===== src/rtl/axi_slice_rr_arbiter.sv =====
`default_nettype none
// ============================================================================
// Module   : axi_slice_rr_arbiter
// Brief    : Round-robin arbiter with burst locking that feeds a shared,
//            registered (non-fall-through) FIFO slice on one AXI-style channel.
// Revision : 1.0 - initial release
// ============================================================================
module axi_slice_rr_arbiter #(
    parameter  int N_REQ        = 4,
    parameter  int DATA_WIDTH   = 32,
    parameter  int BUFFER_DEPTH = 2,
    localparam int IDX_WIDTH    = $clog2(N_REQ)
) (
    input  logic                        clk_i,
    input  logic                        rst_i,
    input  logic [N_REQ-1:0]            req_valid_i,
    output logic [N_REQ-1:0]            req_ready_o,
    input  logic [N_REQ*DATA_WIDTH-1:0] req_data_i,
    input  logic [N_REQ-1:0]            req_last_i,
    output logic                        valid_o,
    input  logic                        ready_i,
    output logic [DATA_WIDTH-1:0]       data_o,
    output logic                        last_o,
    output logic [IDX_WIDTH-1:0]        idx_o,
    output logic                        locked_o
);

    localparam int         c_PTR_W  = (BUFFER_DEPTH > 1) ? $clog2(BUFFER_DEPTH) : 1;
    localparam int         c_CNT_W  = $clog2(BUFFER_DEPTH + 1);
    localparam logic [0:0] c_IDLE   = 1'b0;
    localparam logic [0:0] c_LOCKED = 1'b1;

    logic [0:0]           r_state;
    logic [IDX_WIDTH-1:0] r_owner;
    logic [IDX_WIDTH-1:0] r_rr_ptr;

    logic [c_PTR_W-1:0]   r_wr_ptr;
    logic [c_PTR_W-1:0]   r_rd_ptr;
    logic [c_CNT_W-1:0]   r_count;
    logic [DATA_WIDTH-1:0] r_mem_data [BUFFER_DEPTH];
    logic                  r_mem_last [BUFFER_DEPTH];
    logic [IDX_WIDTH-1:0]  r_mem_idx  [BUFFER_DEPTH];

    logic [2*N_REQ-1:0]   w_rot;
    logic [IDX_WIDTH-1:0] w_off;
    logic [IDX_WIDTH:0]   w_sum;
    logic                 w_cand_found;
    logic [IDX_WIDTH-1:0] w_cand;
    logic [IDX_WIDTH-1:0] w_grant;
    logic                 w_grant_any;
    logic                 w_grant_valid;
    logic [DATA_WIDTH-1:0] w_push_data;
    logic                 w_push_last;
    logic                 w_full;
    logic                 w_can_push;
    logic                 w_push;
    logic                 w_pop;

    // Rotate the valid vector so that bit 0 is the rr_ptr requester; the lowest
    // set bit is then the offset of the round-robin candidate.
    always_comb begin
        w_rot        = {req_valid_i, req_valid_i} >> r_rr_ptr;
        w_off        = '0;
        w_cand_found = 1'b0;
        for (int k = N_REQ - 1; k >= 0; k--) begin
            if (w_rot[k]) begin
                w_cand_found = 1'b1;
                w_off        = IDX_WIDTH'(k);
            end
        end
        w_sum = (IDX_WIDTH + 1)'(r_rr_ptr) + (IDX_WIDTH + 1)'(w_off);
        if (w_sum >= (IDX_WIDTH + 1)'(N_REQ)) begin
            w_sum = w_sum - (IDX_WIDTH + 1)'(N_REQ);
        end
        w_cand = w_sum[IDX_WIDTH-1:0];
    end

    assign w_grant     = (r_state == c_LOCKED) ? r_owner : w_cand;
    assign w_grant_any = (r_state == c_LOCKED) | w_cand_found;
    assign w_full      = (r_count == c_CNT_W'(BUFFER_DEPTH));
    assign w_can_push  = ~rst_i & ~w_full & w_grant_any;

    always_comb begin
        req_ready_o   = '0;
        w_grant_valid = 1'b0;
        w_push_data   = '0;
        w_push_last   = 1'b0;
        for (int i = 0; i < N_REQ; i++) begin
            if (w_grant == IDX_WIDTH'(i)) begin
                req_ready_o[i] = w_can_push;
                w_grant_valid  = req_valid_i[i];
                w_push_data    = req_data_i[i*DATA_WIDTH +: DATA_WIDTH];
                w_push_last    = req_last_i[i];
            end
        end
    end

    assign w_push = w_can_push & w_grant_valid;
    assign w_pop  = valid_o & ready_i;

    always_ff @(posedge clk_i) begin
        if (rst_i) begin
            r_state  <= c_IDLE;
            r_owner  <= '0;
            r_rr_ptr <= '0;
        end else if (w_push) begin
            if (w_push_last) begin
                r_state  <= c_IDLE;
                r_rr_ptr <= (w_grant == IDX_WIDTH'(N_REQ - 1)) ? '0 : w_grant + IDX_WIDTH'(1);
            end else begin
                r_state <= c_LOCKED;
                r_owner <= w_grant;
            end
        end
    end

    always_ff @(posedge clk_i) begin
        if (rst_i) begin
            r_wr_ptr <= '0;
            r_rd_ptr <= '0;
            r_count  <= '0;
        end else begin
            if (w_push) begin
                r_wr_ptr <= (r_wr_ptr == c_PTR_W'(BUFFER_DEPTH - 1)) ? '0 : r_wr_ptr + c_PTR_W'(1);
            end
            if (w_pop) begin
                r_rd_ptr <= (r_rd_ptr == c_PTR_W'(BUFFER_DEPTH - 1)) ? '0 : r_rd_ptr + c_PTR_W'(1);
            end
            case ({w_push, w_pop})
                2'b10:   r_count <= r_count + c_CNT_W'(1);
                2'b01:   r_count <= r_count - c_CNT_W'(1);
                default: r_count <= r_count;
            endcase
        end
    end

    // Storage needs no reset: empty slots are never presented downstream.
    always_ff @(posedge clk_i) begin
        if (w_push) begin
            r_mem_data[r_wr_ptr] <= w_push_data;
            r_mem_last[r_wr_ptr] <= w_push_last;
            r_mem_idx[r_wr_ptr]  <= w_grant;
        end
    end

    assign valid_o  = (r_count != '0);
    assign data_o   = valid_o ? r_mem_data[r_rd_ptr] : '0;
    assign last_o   = valid_o ? r_mem_last[r_rd_ptr] : 1'b0;
    assign idx_o    = valid_o ? r_mem_idx[r_rd_ptr] : '0;
    assign locked_o = (r_state == c_LOCKED);

endmodule
`default_nettype wire


===== config.mk =====
export PLATFORM = sky130hd
export DESIGN_NAME = axi_slice_rr_arbiter
export DESIGN_NICKNAME = d
export VERILOG_FILES = /design/src/rtl/axi_slice_rr_arbiter.sv
export SDC_FILE = /design/constraint.sdc
export NUM_CORES = 1
export LEC_CHECK = 0
export BUFFER_PORTS_ARGS = -buffer_cell sky130_fd_sc_hd__buf_2
export CAP_MARGIN = 10
export CELL_PAD_IN_SITES_DETAIL_PLACEMENT = 1
export CELL_PAD_IN_SITES_GLOBAL_PLACEMENT = 1
export CORE_MARGIN = 2
export CORE_UTILIZATION = 32
export DETAILED_ROUTE_END_ITERATION = 12
export HOLD_SLACK_MARGIN = 0.1
export PLACE_DENSITY = 0.88
export RECOVER_POWER = 25
export SYNTH_ARGS = -nofsm -noshare
export SYNTH_HDL_FRONTEND = slang
export SYNTH_SLANG_ARGS = --single-unit

===== constraint.sdc =====
create_clock -name clk_i -period 4.55 [get_ports clk_i]
set_clock_uncertainty 0.05 [all_clocks]
set_input_delay 0.455 -clock clk_i [delete_from_list [all_inputs] [get_ports clk_i]]
set_output_delay 0.455 -clock clk_i [all_outputs]
set_load 0.02 [all_outputs]

### Word-level counts from Yosys, hierarchy flattened

Memories as Yosys holds them, arrays and structs flattened. A register that Yosys moved wholly into a read port is not among the register bits.
Cells that the tools add are included.

| storage, ports and cells | value |
|---|---|
| output and inout port bits | 41 |
| bits in writable memories | 70 |
| memory bits (read-only) | 0 |
| bits in latches | 0 |
| memories | 3 |
| bits of input ports | 139 |
| flip-flop bits (word level) | 9 |

Memories:

| memory | depth | width | rd ports | clocked after Yosys merged registers in | wr ports | line | source |
|---|---|---|---|---|---|---|---|
| r_mem_data | 2 | 32 | 1 | 1 | 1 | 40 | `logic [DATA_WIDTH-1:0] r_mem_data [BUFFER_DEPTH];` |
| r_mem_idx | 2 | 2 | 1 | 1 | 1 | 42 | `logic [IDX_WIDTH-1:0] r_mem_idx [BUFFER_DEPTH];` |
| r_mem_last | 2 | 1 | 1 | 1 | 1 | 41 | `logic r_mem_last [BUFFER_DEPTH];` |

| operators by class | value |
|---|---|
| $add $sub $neg | 7 |
| multiplexer cells | 42 |
| $mul | 0 |
| reduce and logical (&&, ||, !) cells | 5 |
| order comparisons | 1 |
| shift-type cells | 1 |
| eq/ne operators | 6 |
| divide/modulo/power cells | 0 |
| bitwise gates (word level) | 8 |

Operator list:

| operator | number |
|---|---|
| two-way mux 32 bit | 5 |
| two-way mux 1 bit | 28 |
| two-way mux 2 bit | 8 |
| equality test 2 bit, second input constant | 4 |
| right shift 8 x 2 -> 4 bit | 1 |
| adder 2 x 1 -> 2 bit, second input constant | 2 |
| bitwise AND 1 bit | 4 |
| equality test 2 x 1 -> 1 bit, second input constant | 2 |
| one-hot mux 2 bit (2 select lines) | 1 |
| AND reduction 2 bit | 2 |
| nonzero test 2 bit | 2 |
| subtractor 2 x 1 -> 2 bit, second input constant | 2 |
| adder 2 x 2 -> 3 bit | 1 |
| >= comparator 3 bit, second input constant | 1 |
| inverter 1 bit | 3 |
| adder 1 bit, second input constant | 2 |
| zero test 2 bit | 1 |
| OR 1 bit | 1 |

### Depth between registers and ports, before layout

Gate-level depths: netlist of the first run.

| logic depth | value |
|---|---|
| depth in word-level cells | 17 |
| depth in mapped cells | 18 |
| depth with buffers taken out | 16 |

### Worst setup path after synthesis of the first run

OpenSTA, ideal clock, no wires.

| path | value |
|---|---|
| path kind | input to register |
| start point | in req_valid_i[0] |
| end point | mem r_mem_data[0][0] (enable) |
| required time | 4.073 ns |
| data arrival time | 4.416 ns |
| path buffers | 1 |
| cell stages on the path | 12 |
| path slack | -0.343 ns |
| setup time | 0.427 ns |
| cell sequence | buf_4 -> or4_2 -> o2111ai_1 -> ha_1 -> xor2_1 -> xnor2_1 -> mux2_2 -> ha_1 -> nor2b_1 -> a211oi_2 -> nand2_1 -> nor2_1 |

| between the ends | value |
|---|---|
| word-level cells in the longest chain between the ends | 17 |

RTL lines:

| item | line | source |
|---|---|---|
| from (decl) | 16 | `input logic [N_REQ-1:0] req_valid_i,` |
| right shift 8 x 2 -> 4 bit (*) | 62 | `w_rot = {req_valid_i, req_valid_i} >> r_rr_ptr;` |
| two-way mux 2 bit (3 in series) | 66 | `if (w_rot[k]) begin` |
| two-way mux 2 bit (*) | 66 |  |
| adder 2 x 2 -> 3 bit (*) | 71 | `w_sum = (IDX_WIDTH + 1)'(r_rr_ptr) + (IDX_WIDTH + 1)'(w_off);` |
| >= comparator 3 bit / subtractor 2 x 1 -> 2 bit (equally long branches) | 72, 73 |  |
| two-way mux 2 bit (*) | 72 | `if (w_sum >= (IDX_WIDTH + 1)'(N_REQ)) begin` |
| two-way mux 2 bit (*) | 78 | `assign w_grant = (r_state == c_LOCKED) ? r_owner : w_cand;` |
| net w_grant[1] | 49 | `logic [IDX_WIDTH-1:0] w_grant;` |
| zero test 2 bit | 89 | `if (w_grant == IDX_WIDTH'(i)) begin` |
| two-way mux 1 bit (3 in series) | 89 |  |
| two-way mux 1 bit (*) | 89 |  |
| bitwise AND 1 bit (*) | 98 | `assign w_push = w_can_push & w_grant_valid;` |
| two-way mux 1 bit (*) | 139 | `if (w_push) begin` |
| two-way mux 1 bit (not written as such) (*) | 140 | `r_mem_data[r_wr_ptr] <= w_push_data;` |
| to (decl) | 40 |  |

The timed path passes the listed nets; every way through them passes the cells marked *.

### Worst setup path in the final report of the first run

| path | value |
|---|---|
| start point | reg r_rr_ptr[0] |
| end point | out req_ready_o[2] |

| between the ends | value |
|---|---|
| word-level cells in the longest chain between the ends | 11 |

RTL lines:

| item | line | source |
|---|---|---|
| from (decl) | 35 | `logic [IDX_WIDTH-1:0] r_rr_ptr;` |
| from (signal assigned) | 109 | `r_rr_ptr <= (w_grant == IDX_WIDTH'(N_REQ - 1)) ? '0 : w_grant + IDX_WIDTH'(1);` |
| right shift 8 x 2 -> 4 bit | 62 |  |
| two-way mux 2 bit (4 in series) | 66 |  |
| adder 2 x 2 -> 3 bit (*) | 71 |  |
| >= comparator 3 bit / subtractor 2 x 1 -> 2 bit (equally long branches) | 72, 73 |  |
| two-way mux 2 bit (*) | 72 |  |
| two-way mux 2 bit (*) | 78 |  |
| net w_grant[1] | 49 |  |
| equality test 2 bit (*) | 89 |  |
| two-way mux 1 bit (*) | 89 |  |
| to (decl) | 17 | `output logic [N_REQ-1:0] req_ready_o,` |

Marked as above.

==> results of run 1 <==
## final timing paths
path / depth (start not counted) / from / slack (ns) / to
max: 10 / r_rr_ptr[0] / 0.30 / req_ready_o[2]
min: 2 / rst_i / 0.41 / r_owner[0]
max reg2reg: 13 / r_rr_ptr[0] / 0.38 / r_mem_data[0][6]
min reg2reg: 2 / r_owner[0] / 0.46 / r_owner[0]
## per-stage QoR
| stage | worst slack (ns) | total power [mW] |
|---|---|---|
| after floorplan | -0.343 | 3.59 |
| after global routing | 0.0319 | 5.59 |
| after detailed placement | 0.201 | 4.59 |
| after CTS | 0.292 | 5.27 |
| after global placement | 0.410 | 4.36 |
| final | 0.296 | 5.18 |
## routing by layer
metal | track usage, % | wire, um | vias to the layer above
met2 | 33.5 | 7040 | 131
met1 | 20.6 | 5350 | 1874
met3 | 3.82 | 726 | 20
li1 | - | - | 1878
met5 | 0 | 0 | -
met4 | 5.16 | 242 | 0
## flip-flops by register name, indices dropped and copies added, names as in the netlist, named ones only
register	cells
r_mem_last	2
locked_o	1
r_rr_ptr	2
r_mem_data	64
r_wr_ptr	1
r_count	2
r_mem_idx	4
r_rd_ptr	1
r_owner	2
## cell families after synthesis
family,count (synthesis)
XOR/XNOR,6
adder cells (fa/ha/maj),6
flip-flops,80
buffers and inverters,40
AND/OR/NAND/NOR,141
multiplexers,41
AO/OA/AOI/OAI,114
## placed cells by master, fill, tap and decap left out, drive strengths merged
cell	n
a211oi	2
a21oi	37
a221oi	2
a22oi	31
a32oi	1
and2	6
and3	1
buf	151
clkbuf	47
clkinv	2
clkinvlp	1
dfxtp	10
edfxtp	70
ha	6
inv	11
mux2	2
mux2i	39
nand2	36
nand3b	3
nand4bb	1
nor2	84
nor2b	2
nor3	2
nor3b	1
o2111ai	1
o211ai	2
o21ai	34
o21bai	1
o311a	1
o32ai	2
or2	1
or2b	2
or3	1
or4	1
xnor2	4
xor2	2
## final cells by class
class | count | area [um^2] | share of cell area [%]
Inverter | 7 | 26.3 | 0.464
Clock buffer | 9 | 225 | 3.98
Multi-Input combinational cell | 308 | 1890 | 33.4
Sequential cell | 80 | 2300 | 40.7
Timing Repair Buffer | 189 | 936 | 16.5
Tap cell | 176 | 220 | 3.89
Clock inverter | 7 | 60.1 | 1.06
## worst max-delay path, cell delays in order, from the launching register on
cell and delay, ns:
dfxtp_1 0.42, or4_2 0.70, o2111ai_1 0.13, ha_1 0.21, xor2_1 0.18, xnor2_1 0.18, mux2_1 0.25, ha_2 0.44
buf_4 0.51, and2_2 0.23, buf_2 0.15
## where the power goes
part | switching (mW) | internal [mW]
Combinational | 1.93 | 1.01
Clock | 0.294 | 0.379
Sequential | 0.145 | 1.42
==> metrics, run 1 <==
status=complete, but fails checks; failing checks=capacitance limit, slew limit; Yosys cell types=42; Wirelength per Cell=17.2 um; max_slew headroom=-62.3%; Yosys reg bits=80; YS warnings=0; count leader, synth=nor2_1; hpwl dp=10200 um; worst vdd ir=0.439 mV; # port buffers=179; vias in the first global route=4031; crit end category=output pin; antenna viol nets, final=0; pins over their slew limit=37; post-CTS resize count=0; fin crit period=4.25 ns; starting density of the core=32.8%; clock sink total=80; crit-path max FO=47; row count=42; synthesis-to-layout area growth=30.2%; Vias per Instance=5.03; Min Hold Slack=0.405 ns; crit path kind=register to output pin; syn nets=573; Finished Layout Cells=776; gr usage total=18.0%; Synth Area in Simple Gates=14.2%; first-pass GRT wire length=20400 um; Synth Area in Compound Gates=16.3%; main combinational cell family by area after synthesis=compound AO/OA/AOI/OAI gates; number of remaining DRC errors=0; worst slew pin tran=2.43 ns; 1st-pass router iterations=4; synth cell count leaders=nor2_1 (84), edfxtp_1 (70), mux2i_1 (39), a21oi_1 (37), nand2_1 (36); Synth area leaders=edfxtp_1 (48%), mux2i_1 (9.0%), nor2_1 (7.2%); clock-pin slew on the worst setup and hold paths=0.07 ns; post-synthesis mux area share=9.49%; CTS Buffer Depth=2; Die H=121 um; Root Buffer=clkbuf_16; Hold Fails Final Rpt=0; die area=14500 um^2; Hold Buf Count CTS=0; share of cells above drive strength 1=30.7%; Mean Syn Cell Area=10.2 um^2; Synth Area in Adders=1.73%; TNS Setup=0 ns; Layout fillers=1584; placed cell area=5430 um^2; antenna cells=0; Synth Area in XOR/XNOR=1.21%; cell area after synthesis=4350 um^2; Post-synth EDFFs=70; Worst EP arrival=3.75 ns; depth of the CTS H-tree=3; hold crit path type=input port to register; CTS tree=built; share of the synthesized area in the top cell type=48.3%; FFs w/ async S/R, synth=0%; Worst setup SP type=register; 1st-iter DRT viols=134; unrepaired setup endpoints after global routing=false; num ports=180; antenna violations before repair=0; number of CTS-inserted buffers=9; DR vias=3903; core box area=13200 um^2; cell accounting for the most synthesized area=edfxtp_1; fin area=5660 um^2; NumNets Final=740; RePlAce Congestion=0.795; register area share after synthesis=52.9%; largest net degree at the start of global routing=48; f_max=0.235 GHz; gr ovfl total=0; setup bufs post-CTS=0; fin crit share=93.5%; final setup vio count=0; die width=121 um; Synth Instances=428; placed cells=760; leak pwr=2.20 nW; Synth Flop Type=edfxtp_1; clk_lat worst skew=0.32 ns; pwr/cell area=915 nW/um^2; Total Routed Length=13400 um; max-cap violations=1; final core utilization=42.8%; WP data required=4.05 ns
Power figures use the tool's default switching activity.
==> inputs of run 2 (changes only) <==
--- a/config.mk
+++ b/config.mk
@@ -9,7 +9,6 @@
 export CAP_MARGIN = 10
 export CELL_PAD_IN_SITES_DETAIL_PLACEMENT = 1
 export CELL_PAD_IN_SITES_GLOBAL_PLACEMENT = 1
-export CORE_MARGIN = 2
 export CORE_UTILIZATION = 32
 export DETAILED_ROUTE_END_ITERATION = 12
 export HOLD_SLACK_MARGIN = 0.1
==> metrics, run 2 (same netlist as run 1, synthesis figures left out) <==
status=complete, but fails checks; failing checks=capacitance limit, slew limit; number of remaining DRC errors=0; 1st-iter DRT viols=138; antenna viol nets, final=0; hold crit path type=input port to register; first-pass GRT wire length=20300 um; hpwl dp=9480 um; row count=42; NumNets Final=741; share of cells above drive strength 1=30.3%; number of CTS-inserted buffers=9; Final Power=5.05 mW; Hold Fails Final Rpt=0; gr ovfl total=0; fin crit share=93.3%; Total Routed Length=12700 um; Hold Buf Count CTS=0; 1st-pass router iterations=4; antenna cells=0; starting density of the core=32.8%; CTS tree=built; vias in the first global route=4166; crit end category=output pin; max-cap violations=1; die area=14100 um^2; max_slew headroom=-65.2%; crit path kind=register to output pin; worst vdd ir=0.352 mV; Largest register FFs=64; register area=2300 um^2; clk_lat worst skew=0.33 ns; post-CTS resize count=0; RePlAce Congestion=0.797; Die H=119 um; core box area=13200 um^2; pins over their slew limit=37; final setup vio count=0; WP data required=4.05 ns; Top Registers=r_mem_data: 64 flops, r_mem_idx: 4 flops; Worst setup SP type=register; fin crit period=4.24 ns; setup bufs post-CTS=0; num ports=180; unrepaired setup endpoints after global routing=false; pwr/cell area=896 nW/um^2; commonest non-fill, non-tap cell in the layout=buf_2; final core utilization=42.6%; # port buffers=179; synthesis-to-layout area growth=29.6%; largest reg by FF count=r_mem_data; antenna violations before repair=1; Layout fillers=1594; DR vias=3861; clock sink total=80; clock-pin slew on the worst setup and hold paths=0.06 ns; worst slew pin tran=2.47 ns; f_max=0.236 GHz; CTS Buffer Depth=2; leak pwr=2.19 nW; largest net degree at the start of global routing=48; depth of the CTS H-tree=3; Wirelength per Cell=16.3 um; gr usage total=18.5%; crit-path max FO=47; Root Buffer=clkbuf_16; die width=119 um; footprint of the multi-input gates=1890 um^2; Vias per Instance=4.97; Worst EP arrival=3.74 ns; most frequent cells in the layout=buf_2 (141), nor2_1 (82), edfxtp_1 (70)
[run 2: cell types whose count changed in the layout (fill, tap and decap cells not counted), sizes merged]
cell / change
clkinv: +2
inv: -4
clkbuf: +2
buf: +1
[run 2: routing by layer]
metal,vias to the layer above,share of wire (%),GRT usage [%]
li1,1885,-,-
met1,1820,42,21.5
met2,141,51,34.2
met3,13,5.3,3.14
met4,2,1.5,6.01
met5,-,0.079,0
[run 2: critical path, cell delays in order, from the launching register on]
cell       delay, ns
dfxtp_1         0.42
or4_2           0.70
o2111ai_1       0.12
ha_1            0.27
mux2_1          0.39
inv_1           0.17
ha_2            0.44
buf_4           0.50
and2_2          0.23
buf_2           0.15
[run 2: worst paths after layout]
path                    start           endpoint  slack (ns)  cells past startpoint
hold reg to reg    r_owner[0]         r_owner[0]        0.46                      2
setup / recovery  r_rr_ptr[0]     req_ready_o[2]        0.31                      9
hold / removal          rst_i           r_wr_ptr        0.40                      2
setup reg to reg  r_rr_ptr[0]  r_mem_data[1][19]        0.46                     13
[run 2: area by class of cell]
class	count	share of cell area [%]
clock buffers	11	4.13
clock inverters	5	0.599
inverters	7	0.466
multi-input cells	308	33.5
flip-flops and latches	80	40.9
well taps	176	3.91
repair buffers	190	16.5
[run 2: where the power goes]
part	switching, mW	internal, mW
logic	1.88	0.976
clock network	0.261	0.368
registers	0.141	1.42
total	2.28	2.76
[run 2: stage by stage]
stage | worst slack [ns] | std cells | TNS, ns | hold WS [ns] | area [um^2]
final | 0.307 | 777 | 0 | 0.398 | 5640
after global routing | 0.0439 | 777 | 0 | 0.406 | 5640
after CTS | 0.315 | 777 | 0 | 0.393 | 5700
after floorplan | -0.343 | 428 | -24.00 | 0.408 | 4350
after detailed placement | 0.286 | 761 | 0 | 0.453 | 5430
after global placement | 0.424 | 761 | 0 | 0.435 | 5430
